File: src/rtl/seq_mix_pkg.sv
// Shared types, default constants and helpers for the seq_mix_misr block.
package seq_mix_pkg;

    typedef enum logic [1:0] {
        ST_IDLE,
        ST_RUN,
        ST_DRAIN,
        ST_DONE
    } state_t;

    localparam logic [7:0] DEFAULT_POLY = 8'h1D;
    localparam logic [7:0] DEFAULT_SEED = 8'h00;

    // Widest vector the rotate helper can handle; WIDTH must not exceed it.
    localparam int ROT_MAX_W = 64;

    // Rotate the low w bits of x left by n; bits at and above w come back zero.
    // Intended for constant w and n so it reduces to pure wiring.
    function automatic logic [ROT_MAX_W-1:0] rotl(input logic [ROT_MAX_W-1:0] x,
                                                  input int w,
                                                  input int n);
        logic [ROT_MAX_W-1:0] r;
        r = '0;
        for (int i = 0; i < ROT_MAX_W; i++) begin
            if (i < w) begin
                r[(i + n) % w] = x[i];
            end
        end
        return r;
    endfunction

endpackage

File: src/rtl/seq_mix_stage.sv
// One registered nonlinear mixing stage of the seq_mix_misr pipeline.
module seq_mix_stage
    import seq_mix_pkg::*;
#(
    parameter int WIDTH = 14,
    parameter int STAGE = 0
) (
    input  logic             clk,
    input  logic             rst,
    input  logic             in_valid,
    input  logic [WIDTH-1:0] in_data,
    output logic             out_valid,
    output logic [WIDTH-1:0] out_data
);

    logic [ROT_MAX_W-1:0] x_ext;
    logic [WIDTH-1:0]     mix_d;

    // x' = x ^ (rotl1 & rotl2) ^ rotl(s+3), all rotations within WIDTH bits.
    always_comb begin
        x_ext = ROT_MAX_W'(in_data);
        mix_d = WIDTH'(x_ext
                       ^ (rotl(x_ext, WIDTH, 1) & rotl(x_ext, WIDTH, 2))
                       ^ rotl(x_ext, WIDTH, (STAGE + 3) % WIDTH));
    end

    // Valid bit travels with the data; bubbles simply carry valid=0.
    always_ff @(posedge clk) begin
        if (rst) begin
            out_valid <= 1'b0;
        end else begin
            out_valid <= in_valid;
        end
    end

    // NOTE: datapath registers carry no reset; the valid bit alone qualifies them.
    always_ff @(posedge clk) begin
        if (in_valid) begin
            out_data <= mix_d;
        end
    end

endmodule

File: src/rtl/seq_mix_misr.sv
// Mixing pipeline followed by a MISR that compresses a run of num_vec vectors
// into an OUT_W-bit signature. Define SEQ_MIX_PARITY_EN to add the sig_par
// output (XOR of sig_out).
module seq_mix_misr
    import seq_mix_pkg::*;
#(
    parameter int               WIDTH  = 14,
    parameter int               OUT_W  = 8,
    parameter int               STAGES = 2,
    parameter logic [OUT_W-1:0] POLY   = OUT_W'(DEFAULT_POLY),
    parameter logic [OUT_W-1:0] SEED   = OUT_W'(DEFAULT_SEED)
) (
    input  logic             clk,
    input  logic             rst,
    input  logic             start,
    input  logic [15:0]      num_vec,
    input  logic             in_valid,
    input  logic [WIDTH-1:0] in_data,
    output logic             in_ready,
    output logic             busy,
    output logic             done,
    output logic [OUT_W-1:0] sig_out
`ifdef SEQ_MIX_PARITY_EN
    ,
    output logic             sig_par
`endif
);

    state_t             state, state_d;
    logic [15:0]        num_q;
    logic [15:0]        acc_cnt;
    logic [3:0]         drain_cnt;
    logic [OUT_W-1:0]   misr, misr_d;
    logic [OUT_W-1:0]   fold;
    logic               xfer;
    logic               start_ok;
    logic [STAGES:0]    pipe_valid;
    logic [WIDTH-1:0]   pipe_data [0:STAGES];

    // Handshake and status outputs, forced low while reset is applied.
    assign in_ready = !rst && (state == ST_RUN) && (acc_cnt < num_q);
    assign busy     = !rst && (state == ST_RUN || state == ST_DRAIN);
    assign done     = !rst && (state == ST_DONE);
    assign xfer     = in_valid && in_ready;
    assign start_ok = (state == ST_IDLE) && start;

    assign pipe_valid[0] = xfer;
    assign pipe_data[0]  = in_data;

    for (genvar s = 0; s < STAGES; s++) begin : g_stage
        seq_mix_stage #(
            .WIDTH (WIDTH),
            .STAGE (s)
        ) u_stage (
            .clk       (clk),
            .rst       (rst),
            .in_valid  (pipe_valid[s]),
            .in_data   (pipe_data[s]),
            .out_valid (pipe_valid[s+1]),
            .out_data  (pipe_data[s+1])
        );
    end

    // Next-state logic for the run controller.
    always_comb begin
        // NOTE: every combinational output gets a default first so no latch is inferred.
        state_d = state;
        case (state)
            ST_IDLE:  if (start) state_d = (num_vec == 16'd0) ? ST_DONE : ST_RUN;
            ST_RUN:   if (xfer && (acc_cnt == num_q - 16'd1)) state_d = ST_DRAIN;
            ST_DRAIN: if (drain_cnt == 4'(STAGES - 1)) state_d = ST_DONE;
            ST_DONE:  state_d = ST_IDLE;
            default:  state_d = ST_IDLE;
        endcase
    end

    // State register plus the accepted-vector and drain counters.
    always_ff @(posedge clk) begin
        // NOTE: sequential state uses non-blocking assignments so all registers update together.
        if (rst) begin
            state     <= ST_IDLE;
            num_q     <= '0;
            acc_cnt   <= '0;
            drain_cnt <= '0;
        end else begin
            state <= state_d;
            if (start_ok) begin
                num_q   <= num_vec;
                acc_cnt <= '0;
            end else if (xfer) begin
                acc_cnt <= acc_cnt + 16'd1;
            end
            drain_cnt <= (state == ST_DRAIN) ? drain_cnt + 4'd1 : 4'd0;
        end
    end

    // Fold the pipeline output onto OUT_W bits: bit i lands on i mod OUT_W.
    always_comb begin
        fold = '0;
        for (int i = 0; i < WIDTH; i++) begin
            fold[i % OUT_W] = fold[i % OUT_W] ^ pipe_data[STAGES][i];
        end
    end

    // MISR next value: seed on an accepted start, shift-and-fold on a valid output.
    always_comb begin
        misr_d = misr;
        if (start_ok) begin
            misr_d = SEED;
        end else if (pipe_valid[STAGES]) begin
            misr_d = {misr[OUT_W-2:0], 1'b0} ^ (misr[OUT_W-1] ? POLY : '0) ^ fold;
        end
    end

    // MISR register.
    always_ff @(posedge clk) begin
        if (rst) begin
            misr <= SEED;
        end else begin
            misr <= misr_d;
        end
    end

    // Capture the final signature as DONE is entered so it is valid alongside done.
    always_ff @(posedge clk) begin
        if (rst) begin
            sig_out <= '0;
        end else if (state != ST_DONE && state_d == ST_DONE) begin
            sig_out <= misr_d;
        end
    end

`ifdef SEQ_MIX_PARITY_EN
    // Parity of the signature, tracking sig_out load-for-load.
    always_ff @(posedge clk) begin
        if (rst) begin
            sig_par <= 1'b0;
        end else if (state != ST_DONE && state_d == ST_DONE) begin
            sig_par <= ^misr_d;
        end
    end
`endif

endmodule
File: config.mk
export PLATFORM = sky130hd
export DESIGN_NAME = seq_mix_misr
export DESIGN_NICKNAME = d
export VERILOG_FILES = /design/src/rtl/seq_mix_pkg.sv /design/src/rtl/seq_mix_stage.sv /design/src/rtl/seq_mix_misr.sv
export SDC_FILE = /design/constraint.sdc
export NUM_CORES = 1
export LEC_CHECK = 0
export BUFFER_PORTS_ARGS = -buffer_cell sky130_fd_sc_hd__buf_2
export CORE_MARGIN = 3
export CORE_UTILIZATION = 40
export CTS_CLUSTER_SIZE = 16
export DETAILED_ROUTE_END_ITERATION = 16
export PLACE_DENSITY = 0.69
export REMOVE_ABC_BUFFERS = 1
export SLEW_MARGIN = 20
export SYNTH_ARGS = -nofsm -noshare
export SYNTH_HDL_FRONTEND = slang
export SYNTH_SLANG_ARGS = --single-unit
File: constraint.sdc
create_clock -name clk -period 4.4 [get_ports clk]
set_input_delay 0.22 -clock clk [delete_from_list [all_inputs] [get_ports clk]]
set_output_delay 0.22 -clock clk [all_outputs]
set_load 0.05 [all_outputs]
==> results of run 1 <==
power groups by stage:
| stage | sequential (mW) | clock (mW) | combinational [mW] |
|---|---|---|---|
| 5_1_grt | 0.901 | 0.808 | 0.498 |
| 2_1_floorplan | 0.901 | 0 | 0.336 |
| 3_3_place_gp | 0.908 | 0 | 0.434 |
| 3_5_place_dp | 0.911 | 0 | 0.444 |
| 6_report | 0.894 | 0.754 | 0.445 |
| 4_1_cts | 0.894 | 0.778 | 0.448 |
cells by family (layout without fill, tap and decap cells):
kind of cell    Yosys count  count (layout)  synth area share, %
simple gates            188             188                 19.1
xor+xnor                107             107                 19.5
flops                    84              84                 40.9
compound gates           61              61                 7.93
buf+inv                  37              86                 3.08
fa+ha+maj                26              26                 6.78
mux                      12              12                 2.71
Yosys cell counts (3+ instances only):
master     n
ha_1      26
o21ai_0   10
nor4_1     5
nand4_1   10
nor2_1    38
nand2_1   80
nor2b_1   12
edfxtp_1  28
a211oi_1  10
buf_1      3
xor2_1    40
clkbuf_1   9
nand3_1    9
and4_1     4
xnor2_1   67
mux2i_1    4
and3_1     5
inv_1     23
nor3_1     9
or3_1      4
a31oi_1    4
a21oi_1   24
dfxtp_1   56
mux2_2     7
cell type report:
type	instances	area [µm²]	share of cell area (%)
multi-input cells	394	2690	49.3
flip-flops and latches	84	1960	36.0
clock buffers	12	246	4.52
repair buffers	47	243	4.45
well taps	143	179	3.28
inverters	23	86.3	1.58
clock inverters	4	51.3	0.940
worst register-to-register path, delay by kind of cell (launching register included):
family / cells / cell delay [ns]
AND/OR/NAND/NOR: 3 / 0.70
flip-flops: 1 / 0.36
multiplexers: 1 / 0.35
AO/OA/AOI/OAI: 5 / 1.17
adder cells (fa/ha/maj): 1 / 0.32
buffers and inverters: 2 / 0.35
worst max-delay path by stage:
stage	slack, ns	start	cells past startpoint	to
CTS	1.04	num_q[13]	12	sig_out[0]
global route	0.81	num_q[13]	12	sig_out[0]
floorplan	1.0	num_q[13]	11	sig_out[0]
global placement	1.17	num_q[13]	12	sig_out[1]
finish	1.04	num_q[13]	12	sig_out[0]
detailed placement	1.06	num_q[13]	12	sig_out[0]
state kept, by name, summed over array words and instances, names as in the netlist:
name and cells:
g_stage.u_stage.out_data 28, acc_cnt 16, num_q 16, misr 8, sig_out 8, drain_cnt 4, g_stage.u_stage.out_valid 2, state 2
per-layer routing:
metal	vias to the layer above	global-route usage (%)	routed length, µm
met2	53	25.6	4650
li1	1842	-	-
met4	0	7.28	208
met3	13	3.34	337
met5	-	0	0
met1	1606	18.3	4220
through the flow:
step / setup WS [ns] / hold WS (ns) / std cells
final: 1.04 / 0.138 / 707
after global routing: 0.809 / 0.140 / 707
after CTS: 1.04 / 0.124 / 707
after detailed placement: 1.06 / 0.471 / 691
after global placement: 1.17 / 0.447 / 691
after floorplan: 0.998 / 0.289 / 501
==> impl_metrics.toml, run 1 <==
[placement]
gp_congestion = 0.867
numPortBuffers = 44
place_area_um2 = 5160
dp_hpwl_um = 7290

[clocking]
numCtsBuffers = 9
holdBufCountCts = 0
postCtsSetupBuffers = 0
clk_pin_slew_ns = 0.06
clk_latency_ns = 0.34
cts_resized = 0
root_buffer = "clkbuf_16"
cts_sinks = 84
cts_tree = "built"
h-tree-depth = 3
ctsLongestPathBuffers = 2

[final_layout]
fin_area_um2 = 5460
fillers = 1079
mostFrequentLayoutCells = "nand2_1, xnor2_1, dfxtp_1"
nets = 619
drive_gt1_share_pct = 12.8
fin_util_pct = 47.2
synthToLayoutAreaGrowth_pct = 13.7
diodes = 0
final_common_cell = "nand2_1"

[floorplanning]
dieWidth_um = 116
placementRows = 39
fp.dieH_um = 116
start_util_pct = 41.5
ios = 45
core_area_um2 = 11600
die-area_um2 = 13300

[synthesis]
postSynth.asyncResetShare_pct = 0
synth_area_leaders = "dfxtp_1, edfxtp_1, xnor2_1, xor2_1, ha_1"
yosysSeqAreaShare_pct = 40.9
synth_ff_type = "dfxtp_1"
synth.distinct_cells = 49
ys_warn_count = 0
yosys.area.top_type_share_pct = 23.4
synth_seq_cells = 84
postSynthCellCount = 515
avgSynthCellArea_um2 = 9.31
synth-edff-count = 28
synth_area_leader_cell = "dfxtp_1"
syn_area_um2 = 4800

[timing]
fin_skew_ns = 0.00627
rsz0062_at_grt = "no"
drv_slew = 0
finalCritPeriodShare_pct = 76.4
max_slew_margin_pct = 62.6
fmax_mhz = 297
min_period_ns = 3.36
finalHoldViolCount = 0
tns_ns = 0
finalSetupViolCount = 0
tightest_slew_ns = 0.560

[routing]
ant_nets = 0
vias = 3514
dr.pass1.iters = 4
viasPerCell = 4.97
totalWireLength_um = 9420
first_iter_violations = 189
drc = 0
avgRoutedWirePerCell_um = 13.3

[worst_setup_path]
cpPeakStageDelay_ns = 0.42
r2r_start = "num_q[13]"
r2r_setup_slack_ns = 1.04
start_kind = "flip-flop"
cp_data_arrival_time_ns = 3.59
r2r-end = "sig_out[0]"
crit_family = "compound AO/OA/AOI/OAI gates"
cp-end-kind = "flip-flop"
path_cells = "inv_1 -> ha_1 -> a211oi_1 -> o211ai_1 -> or3b_1 -> a31oi_2 -> buf_4 -> o211a_1 -> nand4_1 -> a211o_1 -> nand4_4 -> mux2_2"
cp_num_buf_inv = 2
worstPathRequired_ns = 4.62
crit_fanout = 21
cp_slowest_cell = "or3b_1"
r2r_cells = 12
crit_type = "reg -> reg"

[outcome]
status = "finished, final reports clean"

[power_and_ir_drop]
power_switching_mw = 0.601
clock_power_share_pct = 36.0
p_per_area_nw_per_um2 = 384
comb_power_share_pct = 21.3
irDropWorstVdd_mv = 0.203
p_int_mw = 1.49
p_leak_nw = 2.09
switching_share_pct = 28.7
sequentialPowerShare_pct = 42.7
p_total_mw = 2.09

[hold_path]
hold_end = "num_q[6]"
hold_class = "in -> reg"
min_path_cells = 3
hp-start = "num_vec[6]"

[global_routing]
grt_start_max_net_pins = 32
grt_pass1_vias = 3604
gr-total-overflow = 0
antenna_found_initial = 0
track_usage_pct = 15.1
grt_pass1_wl_um = 16100

[job]
cap_viol_max_count = 0
Power figures use the tool's default switching activity.
==> inputs of run 2 (changes only) <==
--- a/config.mk
+++ b/config.mk
@@ -5,12 +5,13 @@
 export SDC_FILE = /design/constraint.sdc
 export NUM_CORES = 1
 export LEC_CHECK = 0
+export ABC_AREA = 1
 export BUFFER_PORTS_ARGS = -buffer_cell sky130_fd_sc_hd__buf_2
 export CORE_MARGIN = 3
 export CORE_UTILIZATION = 40
 export CTS_CLUSTER_SIZE = 16
 export DETAILED_ROUTE_END_ITERATION = 16
-export PLACE_DENSITY = 0.69
+export PLACE_DENSITY = 0.7
 export REMOVE_ABC_BUFFERS = 1
 export SLEW_MARGIN = 20
 export SYNTH_ARGS = -nofsm -noshare
==> constraint.sdc (replaced) <==
create_clock -name clk -period 3.05 [get_ports clk]
set_input_delay 0.1525 -clock clk [delete_from_list [all_inputs] [get_ports clk]]
set_output_delay 0.1525 -clock clk [all_outputs]
set_load 0.05 [all_outputs]
==> impl_metrics.toml, run 2 <==
[timing]
finalHoldViolCount = 0
rsz0062_at_grt = "no"
fin_skew_ns = 0.00548
tns_ns = 0
min_period_ns = 2.61
drv_slew = 0
finalCritPeriodShare_pct = 85.4
tightest_slew_ns = 0.742
fmax_mhz = 384
finalSetupViolCount = 0
max_slew_margin_pct = 50.1

[final_layout]
top_register = "g_stage.u_stage.out_data"
synthToLayoutAreaGrowth_pct = 14.3
diodes = 0
largest_register_ffs = 28
fin_area_um2 = 5780
reg_top3 = "g_stage.u_stage.out_data: 28 flops, acc_cnt: 16 flops, num_q: 16 flops"
fillers = 1157
mostFrequentLayoutCells = "nand2_1, nor2_1, inv_1"
final_common_cell = "nand2_1"
drive_gt1_share_pct = 13.8
nets = 743

[routing]
ant_nets = 0
first_iter_violations = 235
m1WireLength_um = 5020
vias = 4113
totalWireLength_um = 10500
avgRoutedWirePerCell_um = 12.3
dr_wl_met2_um = 4650
wl_met3_um = 749
highest_layer = "met4"
dr.pass1.iters = 6
viasPerCell = 4.80
drc = 0

[power_and_ir_drop]
comb_power_share_pct = 38.5
p_per_area_nw_per_um2 = 728
irDropWorstVdd_mv = 0.312
switching_share_pct = 39.2
p_total_mw = 4.21
sequentialPowerShare_pct = 35.2
p_int_mw = 2.56
p_leak_nw = 2.44
power_switching_mw = 1.65
clock_power_share_pct = 26.3

[synthesis]
yosys.area.top_type_share_pct = 22.2
synth_common_cells = "nand2_1, nor2_1, inv_1, dfxtp_1, xor2_1"
synth_ff_type = "dfxtp_1"
postSynthCellCount = 634
synth_area_leaders = "dfxtp_1, edfxtp_1, nand2_1, xor2_1, xnor2_1"
yosysMostFrequentCell = "nand2_1"
avgSynthCellArea_um2 = 7.97
synth_seq_cells = 84
ys_warn_count = 0
syn_area_um2 = 5060
postSynth.asyncResetShare_pct = 0
yosysSeqAreaShare_pct = 38.8
synth_area_leader_cell = "dfxtp_1"
synth-edff-count = 28
synth.distinct_cells = 37

[clocking]
ctsLongestPathBuffers = 2
postCtsSetupBuffers = 0
cts_tree = "built"
numCtsBuffers = 9
root_buffer = "clkbuf_16"
clk_pin_slew_ns = 0.06
clk_latency_ns = 0.34
cts_sinks = 84
h-tree-depth = 3
cts_resized = 0
holdBufCountCts = 0

[placement]
place_area_um2 = 5480
numPortBuffers = 44
gp_congestion = 0.868
dp_hpwl_um = 8390

[outcome]
status = "finished, final reports clean"

[floorplanning]
ios = 45
fp.dieH_um = 118
die-area_um2 = 14000
start_util_pct = 41.6
core_area_um2 = 12200
placementRows = 40
dieWidth_um = 118

[worst_setup_path]
crit_type = "reg -> reg"
worstPathRequired_ns = 3.29
cp-end-kind = "flip-flop"
start_kind = "flip-flop"
cpPeakStageDelay_ns = 0.38
cp_num_buf_inv = 2
cpMostUsedCell = "nand2_1"
crit_fanout = 8
path_cells = "inv_1 -> ha_1 -> nand2_1 -> inv_1 -> o21ai_0 -> a21oi_1 -> nor2_1 -> nand2_1 -> nor2_4 -> nand4_1 -> nand2_1 -> nand2_2 -> a21boi_4 -> nand3_1 -> nand2_1 -> nor2_1"
crit_family = "simple AND/OR/NAND/NOR gates"
cp_data_arrival_time_ns = 2.84
cp_slowest_cell = "dfxtp_1"

[global_routing]
gr-total-overflow = 0
track_usage_pct = 15.7
grt_start_max_net_pins = 27
grt_pass1_vias = 3930
grt_pass1_wl_um = 18200
antenna_found_initial = 0

[hold_path]
hold_class = "in -> reg"

[job]
cap_viol_max_count = 0
-- run 2: cell types whose count changed after synthesis, sizes merged, moves of 6 or more --
cell / change
or2: +7
mux2: -8
a21oi: +9
and3: -6
nor3: -6
nor2b: -12
xnor2: -27
nand2: +69
inv: +40
nand3: +22
o21ai: +20
nor2: +49
a211oi: -9
-- run 2: layout make-up --
class                           instances  area, µm²  share of cell area [%]
Clock buffer                           12        256                    4.44
Multi-Input combinational cell        478       2820                    48.9
Sequential cell                        84       1960                    33.9
Clock inverter                          4       48.8                   0.844
Tap cell                              168        210                    3.64
Timing Repair Buffer                   47        243                    4.20
Inverter                               63        236                    4.09
-- run 2: worst min-delay path, delay by kind of cell --
family / cells / cell delay [ns]
AOI/OAI and AO/OA: 2 / 0.17
buffers and inverters: 1 / 0.09
-- run 2: cell families after synthesis --
family,Yosys count,share of synthesized area [%]
AOI/OAI and AO/OA,71,7.72
adders and majority gates,26,6.43
and+or+nand+nor,298,27.3
buffers and inverters,72,5.35
DFF,84,38.8
xor gates and xnor gates,83,14.4
-- run 2: final timing paths --
| check | startpoint | endpoint | slack [ns] | cells after the start |
|---|---|---|---|---|
| max | num_q[9] | sig_out[7] | 0.44 | 16 |
| min | num_vec[0] | num_q[0] | 0.12 | 3 |
| max reg2reg | num_q[9] | sig_out[7] | 0.44 | 16 |
| min reg2reg | drain_cnt[3] | drain_cnt[3] | 0.47 | 2 |
-- run 2: metrics by stage --
| step | worst slack [ns] | hold slack [ns] | util [%] | std cells |
|---|---|---|---|---|
| finish | 0.444 | 0.115 | 47.5 | 856 |
| global route | 0.217 | 0.147 | 47.5 | 856 |
| CTS | 0.467 | 0.108 | 47.5 | 856 |
| detailed placement | 0.489 | 0.465 | 45.0 | 840 |
| global placement | 0.540 | 0.449 | 45.0 | 840 |
| floorplan | 0.610 | 0.225 | - | 625 |
-- run 2: layer usage --
layer,GRT usage (%),vias to the layer above
met3,4.21,12
li1,-,2139
met2,25.3,108
met1,21.0,1854
met4,4.27,0
met5,0,-
-- run 2: power groups by stage --
| stage | Sequential (mW) | Combinational [mW] | Clock [mW] |
|---|---|---|---|
| CTS | 1.48 | 1.62 | 1.13 |
| global route | 1.51 | 1.83 | 1.18 |
| floorplan | 1.65 | 1.11 | 0 |
| finish | 1.48 | 1.62 | 1.11 |
| global placement | 1.50 | 1.57 | 0 |
| detailed placement | 1.51 | 1.61 | 0 |
==> inputs of run 3 (changes only) <==
--- a/config.mk
+++ b/config.mk
@@ -8,10 +8,10 @@
 export ABC_AREA = 1
 export BUFFER_PORTS_ARGS = -buffer_cell sky130_fd_sc_hd__buf_2
 export CORE_MARGIN = 3
-export CORE_UTILIZATION = 40
+export CORE_UTILIZATION = 54
 export CTS_CLUSTER_SIZE = 16
 export DETAILED_ROUTE_END_ITERATION = 16
-export PLACE_DENSITY = 0.7
+export PLACE_DENSITY = 0.87
 export REMOVE_ABC_BUFFERS = 1
 export SLEW_MARGIN = 20
 export SYNTH_ARGS = -nofsm -noshare
==> impl_metrics.toml, run 3 (synthesis results as in run 2) <==
[power_and_ir_drop]
irDropWorstVdd_mv = 0.355
switching_share_pct = 43.1
comb_power_share_pct = 42.5
clock_power_share_pct = 18.7
p_int_mw = 2.18
sequentialPowerShare_pct = 38.8
power_switching_mw = 1.65
p_leak_nw = 2.37
p_per_area_nw_per_um2 = 687

[timing]
finalCritPeriodShare_pct = 88.8
tightest_slew_ns = 0.775
finalHoldViolCount = 0
fin_skew_ns = 0.0158
min_period_ns = 2.71
fin_ws_ns = 0.342
tns_ns = 0
max_slew_margin_pct = 47.9
finalSetupViolCount = 0
rsz0062_at_grt = "no"
drv_slew = 0
fmax_mhz = 369

[worst_setup_path]
crit_fanout = 8
cp_slowest_cell = "dfxtp_1"
r2r_cells = 16
cpMostUsedCell = "nand2_1"
start_kind = "flip-flop"
r2r_start = "num_q[9]"
cpPeakStageDelay_ns = 0.38
crit_family = "simple AND/OR/NAND/NOR gates"
worstPathRequired_ns = 3.31
r2r-end = "sig_out[2]"
r2r_setup_slack_ns = 0.34
cp_data_arrival_time_ns = 2.97
path_cells = "inv_1 -> ha_1 -> nand2_1 -> inv_1 -> o21ai_0 -> a21oi_1 -> nor2_1 -> nand2_1 -> nor2_4 -> nand4_1 -> nand2_1 -> nand2_2 -> a21boi_4 -> nand3_1 -> nand2_1 -> nor2_1"
crit_path_start = "num_q[9]"
cp-end-kind = "flip-flop"
crit_type = "reg -> reg"
cp_num_buf_inv = 2

[floorplanning]
start_util_pct = 56.9
placementRows = 34
ios = 45
core_area_um2 = 8890
dieWidth_um = 103
die-area_um2 = 10600
fp.dieH_um = 103

[hold_path]
hp-start = "num_vec[4]"
hold_class = "in -> reg"
min_path_cells = 3
hold_end = "num_q[4]"

[final_layout]
final_common_cell = "nand2_1"
synthToLayoutAreaGrowth_pct = 10.2
reg_top3 = "g_stage.u_stage.out_data: 28 flops, acc_cnt: 16 flops, num_q: 16 flops"
final_cells = 796
diodes = 0
largest_register_ffs = 28
top_register = "g_stage.u_stage.out_data"
nets = 743
fin_area_um2 = 5570
fin_util_pct = 62.7
mostFrequentLayoutCells = "nand2_1, nor2_1, inv_1"
drive_gt1_share_pct = 13.8

[global_routing]
grt_start_max_net_pins = 33
grt_pass1_wl_um = 17800
gr-total-overflow = 0
antenna_found_initial = 0
grt_pass1_vias = 4050
track_usage_pct = 21.2

[clocking]
clk_pin_slew_ns = 0.09
cts_resized = 0
holdBufCountCts = 0
root_buffer = "clkbuf_8"
clk_latency_ns = 0.36
cts_tree = "built"
postCtsSetupBuffers = 0
cts_sinks = 84
ctsLongestPathBuffers = 2
numCtsBuffers = 9
h-tree-depth = 3

[placement]
dp_hpwl_um = 8330
dp_cells = 780
place_area_um2 = 5400
numPortBuffers = 44
dp_slack_ns = 0.464
gp_congestion = 0.892

[routing]
first_iter_violations = 188
dr.pass1.iters = 5
avgRoutedWirePerCell_um = 13.1
totalWireLength_um = 10400
viasPerCell = 5.29
drc = 0
ant_nets = 0
vias = 4209

[outcome]
status = "finished, final reports clean"

[job]
cap_viol_max_count = 0
run 3: cell count changes in the layout (fill, tap and decap cells not counted), sizes merged:
cell | previous run | this run
clkbuf | 12 | 9
clkinvlp | 0 | 2
inv | 63 | 68
clkinv | 3 | 0
bufinv | 1 | 0
run 3: layout make-up:
| class | count | area [µm²] |
|---|---|---|
| Fill cell | 773 | 3320 |
| Multi-Input combinational cell | 478 | 2820 |
| Sequential cell | 84 | 1960 |
| Timing Repair Buffer | 47 | 243 |
| Inverter | 63 | 236 |
| Tap cell | 108 | 135 |
| Clock buffer | 9 | 124 |
| Clock inverter | 7 | 48.8 |
run 3: per-layer routing:
metal / track usage, % / up-vias / wire length (µm)
met2: 36.7 / 129 / 5030
met1: 25.5 / 1909 / 4460
met5: 0 / - / 0
met3: 5.75 / 27 / 710
li1: - / 2144 / -
met4: 7.27 / 0 / 232
run 3: power groups by stage:
stage          Combinational (mW)  Sequential [mW]  Clock, mW
2_1_floorplan                1.11             1.65          0
3_3_place_gp                 1.55             1.50          0
3_5_place_dp                 1.61             1.51          0
4_1_cts                      1.62             1.48      0.730
5_1_grt                      1.83             1.50      0.774
6_report                     1.63             1.48      0.717
run 3: through the flow:
step	hold slack (ns)	power [mW]
after CTS	0.0761	3.83
after floorplan	0.225	2.75
final	0.0873	3.83
after detailed placement	0.461	3.12
after global routing	0.125	4.11
after global placement	0.444	3.05
run 3: how the worst max path moves through the flow:
stage                     slack, ns     endpoint  cells after the start
after floorplan                0.61  acc_cnt[15]                     16
after global placement         0.56   sig_out[1]                     16
after detailed placement       0.46   sig_out[2]                     16
after CTS                      0.45   sig_out[2]                     16
after global routing           0.16   sig_out[4]                     16
final                          0.34   sig_out[2]                     16
run 3: tightest hold or removal path: stages:
cell and delay, ns:
buf_2 0.08, o21ai_0 0.07, a21oi_1 0.10
